File: config.mk
export PLATFORM = sky130hd
export DESIGN_NAME = ccff_bitstream_loader_flat
export DESIGN_NICKNAME = d
export VERILOG_FILES = /design/src/rtl/ccff_bitstream_loader_if.sv /design/src/rtl/ccff_bitstream_loader.sv /design/src/flat_wrapper.sv
export SDC_FILE = /design/constraint.sdc
export NUM_CORES = 1
export LEC_CHECK = 0
export ABC_AREA = 1
export CAP_MARGIN = 20
export CORE_ASPECT_RATIO = 0.8
export CORE_UTILIZATION = 49
export DETAILED_ROUTE_END_ITERATION = 8
export GPL_TIMING_DRIVEN = 0
export MAX_ROUTING_LAYER = met4
export PLACE_DENSITY_LB_ADDON = 0.15
export SETUP_SLACK_MARGIN = 0.02
export SYNTH_ARGS = -nofsm -noshare
export SYNTH_HDL_FRONTEND = slang
export SYNTH_SLANG_ARGS = --single-unit
File: constraint.sdc
create_clock -name prog_clk -period 4.2 [get_ports prog_clk]
set_input_delay 0.84 -clock prog_clk [delete_from_list [all_inputs] [get_ports prog_clk]]
set_output_delay 0.84 -clock prog_clk [all_outputs]
set_load 0.005 [all_outputs]
File: src/rtl/ccff_bitstream_loader_if.sv
// ---------------------------------------------------------------------------
// ccff_bitstream_loader_if
//
// Purpose: bundles the word-input handshake, the load control/status lines
// and the serial connection to the configuration chain for
// ccff_bitstream_loader.
//
// Signals:
//   start         one-cycle pulse that begins a load
//   chk_en        sampled with start; enables the zero-readback check
//   word_in       configuration word, MSB shifted first
//   word_valid    word_in is valid
//   word_ready    loader accepts word_in on this edge
//   ccff_head     serial bit towards the chain head
//   ccff_shift_en chain shifts on an edge where this is 1
//   ccff_tail_in  bit leaving the chain tail
//   busy          load in progress
//   done          load completed (held until next start or reset)
//   error         sticky readback mismatch (held until next start or reset)
//
// Modports:
//   master  drives control, words and the chain tail (host + chain side)
//   slave   the loader itself
// ---------------------------------------------------------------------------
interface ccff_bitstream_loader_if #(
  parameter int WORD_W = 8
);
  logic              start;
  logic              chk_en;
  logic [WORD_W-1:0] word_in;
  logic              word_valid;
  logic              word_ready;
  logic              ccff_head;
  logic              ccff_shift_en;
  logic              ccff_tail_in;
  logic              busy;
  logic              done;
  logic              error;

  modport master (
    output start, chk_en, word_in, word_valid, ccff_tail_in,
    input  word_ready, ccff_head, ccff_shift_en, busy, done, error
  );

  modport slave (
    input  start, chk_en, word_in, word_valid, ccff_tail_in,
    output word_ready, ccff_head, ccff_shift_en, busy, done, error
  );
endinterface

File: src/rtl/ccff_bitstream_loader.sv
// ---------------------------------------------------------------------------
// ccff_bitstream_loader
//
// Purpose: serializes WORD_W-bit configuration words into a CHAIN_LEN-bit
// connection-block configuration chain. Words pass through one holding
// register into a shift register; bits leave MSB first on a registered
// ccff_head together with a registered shift enable that gates the chain's
// programming clock. While loading, the chain tail can be checked for the
// all-zero pattern a freshly reset chain shifts out.
//
// Ports:
//   prog_clk  programming clock (single domain)
//   pReset    asynchronous active-low reset
//   bus       ccff_bitstream_loader_if.slave (handshake, control, chain I/O)
// ---------------------------------------------------------------------------
module ccff_bitstream_loader #(
  parameter int WORD_W    = 8,
  parameter int CHAIN_LEN = 56,
  parameter int CNT_W     = 16
) (
  input  logic                      prog_clk,
  input  logic                      pReset,
  ccff_bitstream_loader_if.slave    bus
);

  typedef enum logic [1:0] {IDLE, LOAD, DRAIN, DONE} state_t;

  localparam int SH_W = $clog2(WORD_W + 1);
  localparam logic [CNT_W-1:0] NWORDS   = CNT_W'((CHAIN_LEN + WORD_W - 1) / WORD_W);
  localparam logic [CNT_W-1:0] LAST_IDX = CNT_W'(CHAIN_LEN - 1);
  localparam logic [SH_W-1:0]  SH_FULL  = SH_W'(WORD_W);
  localparam logic [SH_W-1:0]  SH_ONE   = SH_W'(1);

  state_t            state_q, state_d;
  logic              chkEn_q, chkEn_d;
  logic [WORD_W-1:0] hold_q, hold_d;
  logic              holdFull_q, holdFull_d;
  logic [WORD_W-1:0] sh_q, sh_d;
  logic [SH_W-1:0]   shCnt_q, shCnt_d;
  logic [CNT_W-1:0]  wordsAcc_q, wordsAcc_d;
  logic [CNT_W-1:0]  bitCnt_q, bitCnt_d;
  logic              head_q, head_d;
  logic              shiftEn_q, shiftEn_d;
  logic              error_q, error_d;

  logic wordReady;
  logic accept;
  logic issue;
  logic shEmptyNext;

  // Ready only while loading, with a free holding slot and words still owed.
  assign wordReady = (state_q == LOAD) && !holdFull_q && (wordsAcc_q < NWORDS);
  assign accept    = wordReady && bus.word_valid;
  assign issue     = (state_q == LOAD) && (shCnt_q != '0);
  // The shift register is either already empty or hands out its last bit now.
  assign shEmptyNext = (shCnt_q == '0) || (shCnt_q == SH_ONE);

  // State register; everything, including the serial outputs, clears on reset.
  always_ff @(posedge prog_clk or negedge pReset) begin
    if (!pReset) begin
      state_q    <= IDLE;
      chkEn_q    <= 1'b0;
      hold_q     <= '0;
      holdFull_q <= 1'b0;
      sh_q       <= '0;
      shCnt_q    <= '0;
      wordsAcc_q <= '0;
      bitCnt_q   <= '0;
      head_q     <= 1'b0;
      shiftEn_q  <= 1'b0;
      error_q    <= 1'b0;
    end else begin
      state_q    <= state_d;
      chkEn_q    <= chkEn_d;
      hold_q     <= hold_d;
      holdFull_q <= holdFull_d;
      sh_q       <= sh_d;
      shCnt_q    <= shCnt_d;
      wordsAcc_q <= wordsAcc_d;
      bitCnt_q   <= bitCnt_d;
      head_q     <= head_d;
      shiftEn_q  <= shiftEn_d;
      error_q    <= error_d;
    end
  end

  // Next-state logic: start handling, bit issue, word buffering and the
  // tail readback check. Shift enable is low unless a bit is issued.
  always_comb begin
    state_d    = state_q;
    chkEn_d    = chkEn_q;
    hold_d     = hold_q;
    holdFull_d = holdFull_q;
    sh_d       = sh_q;
    shCnt_d    = shCnt_q;
    wordsAcc_d = wordsAcc_q;
    bitCnt_d   = bitCnt_q;
    head_d     = head_q;
    shiftEn_d  = 1'b0;
    error_d    = error_q;

    // The chain shifts on every edge where the enable is high, so that is
    // exactly when a new bit appears at its tail.
    if (shiftEn_q && chkEn_q && bus.ccff_tail_in) begin
      error_d = 1'b1;
    end

    unique case (state_q)
      IDLE, DONE: begin
        if (bus.start) begin
          state_d    = LOAD;
          chkEn_d    = bus.chk_en;
          error_d    = 1'b0;
          holdFull_d = 1'b0;
          shCnt_d    = '0;
          wordsAcc_d = '0;
          bitCnt_d   = '0;
        end
      end

      LOAD: begin
        if (issue) begin
          head_d    = sh_q[WORD_W-1];
          shiftEn_d = 1'b1;
          bitCnt_d  = bitCnt_q + CNT_W'(1);
          sh_d      = sh_q << 1;
          shCnt_d   = shCnt_q - SH_ONE;
        end

        if (issue && (bitCnt_q == LAST_IDX)) begin
          // Final chain bit: any low-order leftovers of the last word are dropped.
          state_d    = DRAIN;
          shCnt_d    = '0;
          holdFull_d = 1'b0;
        end else if (shEmptyNext) begin
          // Refill the shift register in the same edge so no bubble appears;
          // with an empty holding slot a fresh word goes straight in.
          if (holdFull_q) begin
            sh_d       = hold_q;
            shCnt_d    = SH_FULL;
            holdFull_d = 1'b0;
          end else if (accept) begin
            sh_d    = bus.word_in;
            shCnt_d = SH_FULL;
          end
        end else if (accept) begin
          hold_d     = bus.word_in;
          holdFull_d = 1'b1;
        end

        if (accept) begin
          wordsAcc_d = wordsAcc_q + CNT_W'(1);
        end
      end

      DRAIN: begin
        // The last enabled cycle; its tail sample is taken on this edge.
        state_d = DONE;
      end

      default: begin
        state_d = IDLE;
      end
    endcase
  end

  assign bus.word_ready    = wordReady;
  assign bus.ccff_head     = head_q;
  assign bus.ccff_shift_en = shiftEn_q;
  assign bus.busy          = (state_q == LOAD) || (state_q == DRAIN);
  assign bus.done          = (state_q == DONE);
  assign bus.error         = error_q;

endmodule

File: src/flat_wrapper.sv
// flat-port wrapper written by rule: the top's interface ports become plain ports
module ccff_bitstream_loader_flat 
#(
  parameter int WORD_W    = 8,
  parameter int CHAIN_LEN = 56,
  parameter int CNT_W     = 16
)
  (prog_clk, pReset, bus_start, bus_chk_en, bus_word_in, bus_word_valid, bus_ccff_tail_in, bus_word_ready, bus_ccff_head, bus_ccff_shift_en, bus_busy, bus_done, bus_error);
  ccff_bitstream_loader_if #(.WORD_W(WORD_W)) bus_i ();
  input  logic prog_clk;
  input  logic pReset;
  input wire logic [$bits(bus_i.start)-1:0] bus_start;
  input wire logic [$bits(bus_i.chk_en)-1:0] bus_chk_en;
  input wire logic [$bits(bus_i.word_in)-1:0] bus_word_in;
  input wire logic [$bits(bus_i.word_valid)-1:0] bus_word_valid;
  input wire logic [$bits(bus_i.ccff_tail_in)-1:0] bus_ccff_tail_in;
  output wire logic [$bits(bus_i.word_ready)-1:0] bus_word_ready;
  output wire logic [$bits(bus_i.ccff_head)-1:0] bus_ccff_head;
  output wire logic [$bits(bus_i.ccff_shift_en)-1:0] bus_ccff_shift_en;
  output wire logic [$bits(bus_i.busy)-1:0] bus_busy;
  output wire logic [$bits(bus_i.done)-1:0] bus_done;
  output wire logic [$bits(bus_i.error)-1:0] bus_error;
  assign bus_i.start = bus_start;
  assign bus_i.chk_en = bus_chk_en;
  assign bus_i.word_in = bus_word_in;
  assign bus_i.word_valid = bus_word_valid;
  assign bus_i.ccff_tail_in = bus_ccff_tail_in;
  assign bus_word_ready = bus_i.word_ready;
  assign bus_ccff_head = bus_i.ccff_head;
  assign bus_ccff_shift_en = bus_i.ccff_shift_en;
  assign bus_busy = bus_i.busy;
  assign bus_done = bus_i.done;
  assign bus_error = bus_i.error;
  ccff_bitstream_loader #(.WORD_W(WORD_W), .CHAIN_LEN(CHAIN_LEN), .CNT_W(CNT_W)) u_core (.prog_clk(prog_clk), .pReset(pReset), .bus(bus_i));
endmodule
==> results.yml, run 1 <==
clock_tree:
  post_cts_buffers: 0
  cts_buffer_depth: 2
  post_cts_resized: 0
  cts_tree: "yes"
  path_clk_slew_ps: 70
  clkSinkCount: 59
  cts_hold_buf: 0
  htreeDepth: 3
  clock-root-buffer: "clkbuf_8"
  clk_latency_ps: 330
  cts_inserted_buffers: 9
sta:
  tns_ps: 0
  rsz0062_at_grt: "no"
  max_freq_ghz: 0.331
  setup_slack_ps: 1180
  period_share_pct: 71.9
  relSlewSlack_pct: 68.1
  max_slew.worst_pin.slew_ps: 479
  holdWs_ps: 455
  period_needed_ps: 3020
  finalMaxSlewViolations: 0
  skew_ps: 9.13
  hold_viol: 0
  setup_viol: 0
power_and_ir_drop:
  peakVddDrop_mv: 0.366
  p_leak_nw: 1.78
  powerDensity_mw_per_mm2: 647
  fin_total_pwr_mw: 2.42
cells_and_area:
  antenna_cells: 0
  area_growth_pct: 15.1
  nets: 483
  fillerInstances: 631
  postLayoutCoreUtil_pct: 58.6
  layout-drive-gt1-share_pct: 11.0
setup_path:
  cp.required_ps: 3360
  r2r_slack_ps: 2240
  end_kind: "output port"
  worst_setup_path_start_kind: "register"
  worstSetupPathType: "register to output port"
  reg2reg_depth: 9
  worstPathArrival_ps: 2180
  r2r_end: "u_core.bitCnt_q[14]"
  r2r_start: "u_core.state_q[0]"
  path_max_fanout: 7
synthesis:
  synthArstFlopShare_pct: 100
  syn-cell-area_mm2: 0.00325
  ys_ff_latch: 59
  synthCells: 429
  syn_area_per_cell_um2: 7.57
  synth_fp_nets: 452
  ys_warn_count: 0
  yosysMostFrequentCell: "nand2_1"
  yosysUniqueCellTypes: 32
  synth.area.top_cells: "dfrtp_1 (45%), nand2_1 (11%), nor2_1 (9.3%), inv_1 (5.4%), nand3_1 (3.9%)"
  synth_edf_count: 0
  yosys-top-cells-count: "nand2_1 (92), nor2_1 (80), dfrtp_1 (59), inv_1 (47), nand3_1 (25)"
  yosysSeqAreaShare_pct: 45.5
  ys.flop_type: "dfrtp_1"
  yosysTopAreaCellShare_pct: 45.5
  synth_top_area_cell: "dfrtp_1"
grt:
  grt.total_usage_pct: 22.4
  antenna_found_initial: 0
  grt_first_pass_wirelength_mm: 11.5
  grt_pass1_vias: 2583
  overflow: 0
  grt_max_degree: 41
route:
  drt-pass1-iter-count: 4
  drt-total-wl_mm: 6.63
  ant_nets: 0
  drt-wirelength-per-cell_um: 12.1
  drt_iter0_drc: 145
  vias_per_cell: 4.97
  vias: 2731
  route.detailed.drc: 0
die:
  die_h_um: 74.8
  start_util_pct: 50.9
  ios: 20
  core_mm2: 0.00638
  dieArea_mm2: 0.00696
  die_w_um: 93.0
  num_rows: 26
place:
  dp_slack_ps: 1530
  dp_hpwl_mm: 4.90
  io_buffer_count: 19
  routabilityCongestion: 0.864
hold_path:
  hold_class: "input port to async pin"
outcome:
  status: "complete, no violations"
job:
  cap_violations: 0
## how the worst max path moves through the flow
stage / end / cells after the start / from
floorplan: bus_word_ready / 6 / u_core.state_q[1]
global placement: u_core.hold_q[4] / 1 / pReset
detailed placement: bus_word_ready / 7 / u_core.state_q[1]
CTS: bus_word_ready / 7 / u_core.state_q[1]
global route: bus_word_ready / 7 / u_core.state_q[1]
finish: bus_word_ready / 7 / u_core.state_q[1]
## cell type report
class / count / area, µm² / area share (%)
clock inverter: 4 / 25.0 / 0.670
sequential: 59 / 1480 / 39.5
timing repair buffer: 20 / 205 / 5.49
multi-input combinational: 304 / 1500 / 40.2
tap: 84 / 105 / 2.81
buffer: 11 / 60.1 / 1.61
inverter: 55 / 206 / 5.53
clock buffer: 12 / 155 / 4.15
## cells in the final DEF (no fill, tap or decap), drive strengths merged
cell and count:
nor2 85, or2 1, inv 54, clkinvlp 2, xor2 9, o21bai 1, nand3 28, ha 9
nand4 9, a21oi 25, dfrtp 59, a21boi 1, nand2 93, clkdlybuf4s50 18, buf 10, nand3b 2
nor3 11, nor3b 1, o31ai 1, clkinv 3, clkbuf 15, o21ai 26, o21a 2
## metal layers
layer	vias to the layer above	share of wire, %	track usage (%)
li1	1428	-	-
met5	-	0	-
met2	32	48	35.5
met1	1267	48	28.5
met3	4	2.9	7.07
met4	0	0.69	5.13
## critical path: stages, from the launching register on
cell	delay, ps
dfrtp_1	420
inv_1	90
ha_1	170
inv_2	100
nor2_2	90
nand3_1	100
nor3b_1	310
clkdlybuf4s50_1	560
## where the power goes
part | total [mW] | internal [mW] | leakage [nW] | switching (mW)
clock network | 0.465 | 0.244 | 0.0884 | 0.221
registers | 0.807 | 0.712 | 0.758 | 0.0949
logic | 1.14 | 0.410 | 0.933 | 0.733
## flip-flops by register name (all words and copies together), names as in the netlist
register	flops
u_core.bus.ccff_head	1
u_core.shCnt_q	4
u_core.wordsAcc_q	16
u_core.hold_q	8
u_core.sh_q	8
u_core.holdFull_q	1
u_core.bus.ccff_shift_en	1
u_core.bitCnt_q	16
u_core.bus.error	1
u_core.state_q	2
u_core.chkEn_q	1
## metrics by stage
stage	cell area [µm²]	cells
floorplan	3250	429
CTS	3740	549
finish	3740	549
detailed placement	3560	533
global route	3740	549
global placement	3540	532
## cells by family after synthesis
kind of cell,count (synthesis),share of synthesized area [%]
XOR/XNOR,9,2.43
adder cells (fa/ha/maj),9,3.47
flip-flops,59,45.5
AO/OA/AOI/OAI,56,9.95
buffers and inverters,66,8.21
AND/OR/NAND/NOR,230,30.5
Note: power is estimated with default switching activity, not from simulation.
==> inputs of run 2 (changes only) <==
==> constraint.sdc (replaced) <==
create_clock -name prog_clk -period 2.7 [get_ports prog_clk]
set_input_delay 0.54 -clock prog_clk [delete_from_list [all_inputs] [get_ports prog_clk]]
set_output_delay 0.54 -clock prog_clk [all_outputs]
set_load 0.005 [all_outputs]
==> results.yml, run 2 (synthesis gave the netlist of run 1 again) <==
setup_path:
  end_kind: "output port"
  r2r_start: "u_core.state_q[0]"
  worst_setup_path_start_kind: "register"
  path_cells: "inv_1 > ha_1 > inv_1 > clkdlybuf4s50_1"
  worstSetupPathType: "register to output port"
  crit_path_frequent_cell: "inv_1"
  path_max_fanout: 5
  cp.required_ps: 2160
  crit_start: "u_core.state_q[0]"
  crit_path_top_delay_cell: "clkdlybuf4s50_1"
  worstPathArrival_ps: 1780
  r2r_slack_ps: 740
  critPathMaxStageDelay_ps: 510
route:
  drt_iter0_drc: 152
  drt-pass1-iter-count: 4
  vias: 2734
  vias_per_cell: 4.96
  route.detailed.drc: 0
  drt-wirelength-per-cell_um: 12.1
  drt-total-wl_mm: 6.65
  ant_nets: 0
power_and_ir_drop:
  powerDensity_mw_per_mm2: 1010
  peakVddDrop_mv: 0.577
  p_leak_nw: 1.81
sta:
  finalMaxSlewViolations: 0
  rsz0062_at_grt: "no"
  period_share_pct: 86.1
  max_slew.worst_pin.slew_ps: 479
  period_needed_ps: 2320
  tns_ps: 0
  hold_viol: 0
  setup_viol: 0
  max_freq_ghz: 0.430
  relSlewSlack_pct: 68.1
  holdWs_ps: 158
  skew_ps: 9.60
cells_and_area:
  area_growth_pct: 15.8
  layout_common_cells: "nand2_1 (92), nor2_1 (80), dfrtp_1 (59)"
  reg_top3: "u_core.bitCnt_q (16), u_core.wordsAcc_q (16)"
  nets: 485
  layout.cells.non_filler: 551
  final_common_cell: "nand2_1"
  postLayoutCoreUtil_pct: 58.9
  layout-drive-gt1-share_pct: 11.6
  antenna_cells: 0
place:
  place_inst: 533
  dp_hpwl_mm: 4.90
  routabilityCongestion: 0.864
  io_buffer_count: 19
clock_tree:
  cts_buffer_depth: 2
  htreeDepth: 3
  cts_inserted_buffers: 9
  clock-root-buffer: "clkbuf_8"
  path_clk_slew_ps: 70
  clk_latency_ps: 330
  clkSinkCount: 59
  cts_tree: "yes"
die:
  num_rows: 26
  dieArea_mm2: 0.00696
  die_h_um: 74.8
  ios: 20
  core_mm2: 0.00638
  start_util_pct: 50.9
  die_w_um: 93.0
grt:
  grt_first_pass_wirelength_mm: 11.5
  grt_max_degree: 41
  overflow: 0
  grt.total_usage_pct: 22.4
  grt_pass1_vias: 2578
  antenna_found_initial: 0
outcome:
  status: "complete, no violations"
job:
  cap_violations: 0
hold_path:
  hold_class: "input port to async pin"
run 2: cell count changes in the layout (fill, tap and decap cells not counted), sizes merged:
| cell | change |
|---|---|
| buf | +2 |
| clkdlybuf4s50 | -1 |
| dlymetal6s2s | +1 |
run 2: per-layer routing:
metal  track usage [%]  wire length, µm
met1              28.6             3230
met2              35.4             3170
met3              7.07              223
met4              5.13               27
met5                 -                0
run 2: worst paths after layout:
path,endpoint,depth (start not counted)
max in group asynchronous,u_core.hold_q[7],2
hold reg to reg,u_core.chkEn_q,2
hold / removal,u_core.bitCnt_q[5],1
setup / recovery,bus_busy,4
min in group prog_clk,u_core.chkEn_q,2
setup reg to reg,u_core.bitCnt_q[14],9
run 2: stage by stage:
step / worst slack, ps / area (µm²) / total power, mW
5_1_grt: 251 / 3760 / 4.16
3_5_place_dp: 329 / 3560 / 3.06
6_report: 376 / 3760 / 3.79
4_1_cts: 23.6 / 3740 / 3.81
3_3_place_gp: -861 / 3540 / 3.02
2_1_floorplan: 1020 / 3250 / 2.55
run 2: critical path, delay by kind of cell, from the launching register on:
kind	cells	cell delay (ps)
DFF	1	420
adders and majority gates	1	350
buffers and inverters	3	690
run 2: repair_timing:
action	CTS	global route
setup buffers	0	2
endpoints found under the setup margin	1	1
hold buffers	0	0
pin swaps	0	1
gates resized for setup	1	1
run 2: layout make-up:
class | count | area, µm²
Buffer | 11 | 60.1
Clock buffer | 12 | 155
Clock inverter | 4 | 25.0
Fill cell | 627 | 2620
Inverter | 55 | 206
Multi-Input combinational cell | 304 | 1510
Sequential cell | 59 | 1480
Tap cell | 84 | 105
Timing Repair Buffer | 22 | 223
run 2: power by group:
part / leakage [nW] / switching (mW) / internal, mW
combinational: 0.960 / 1.15 / 0.657
clock: 0.0884 / 0.346 / 0.380
sequential: 0.758 / 0.148 / 1.11
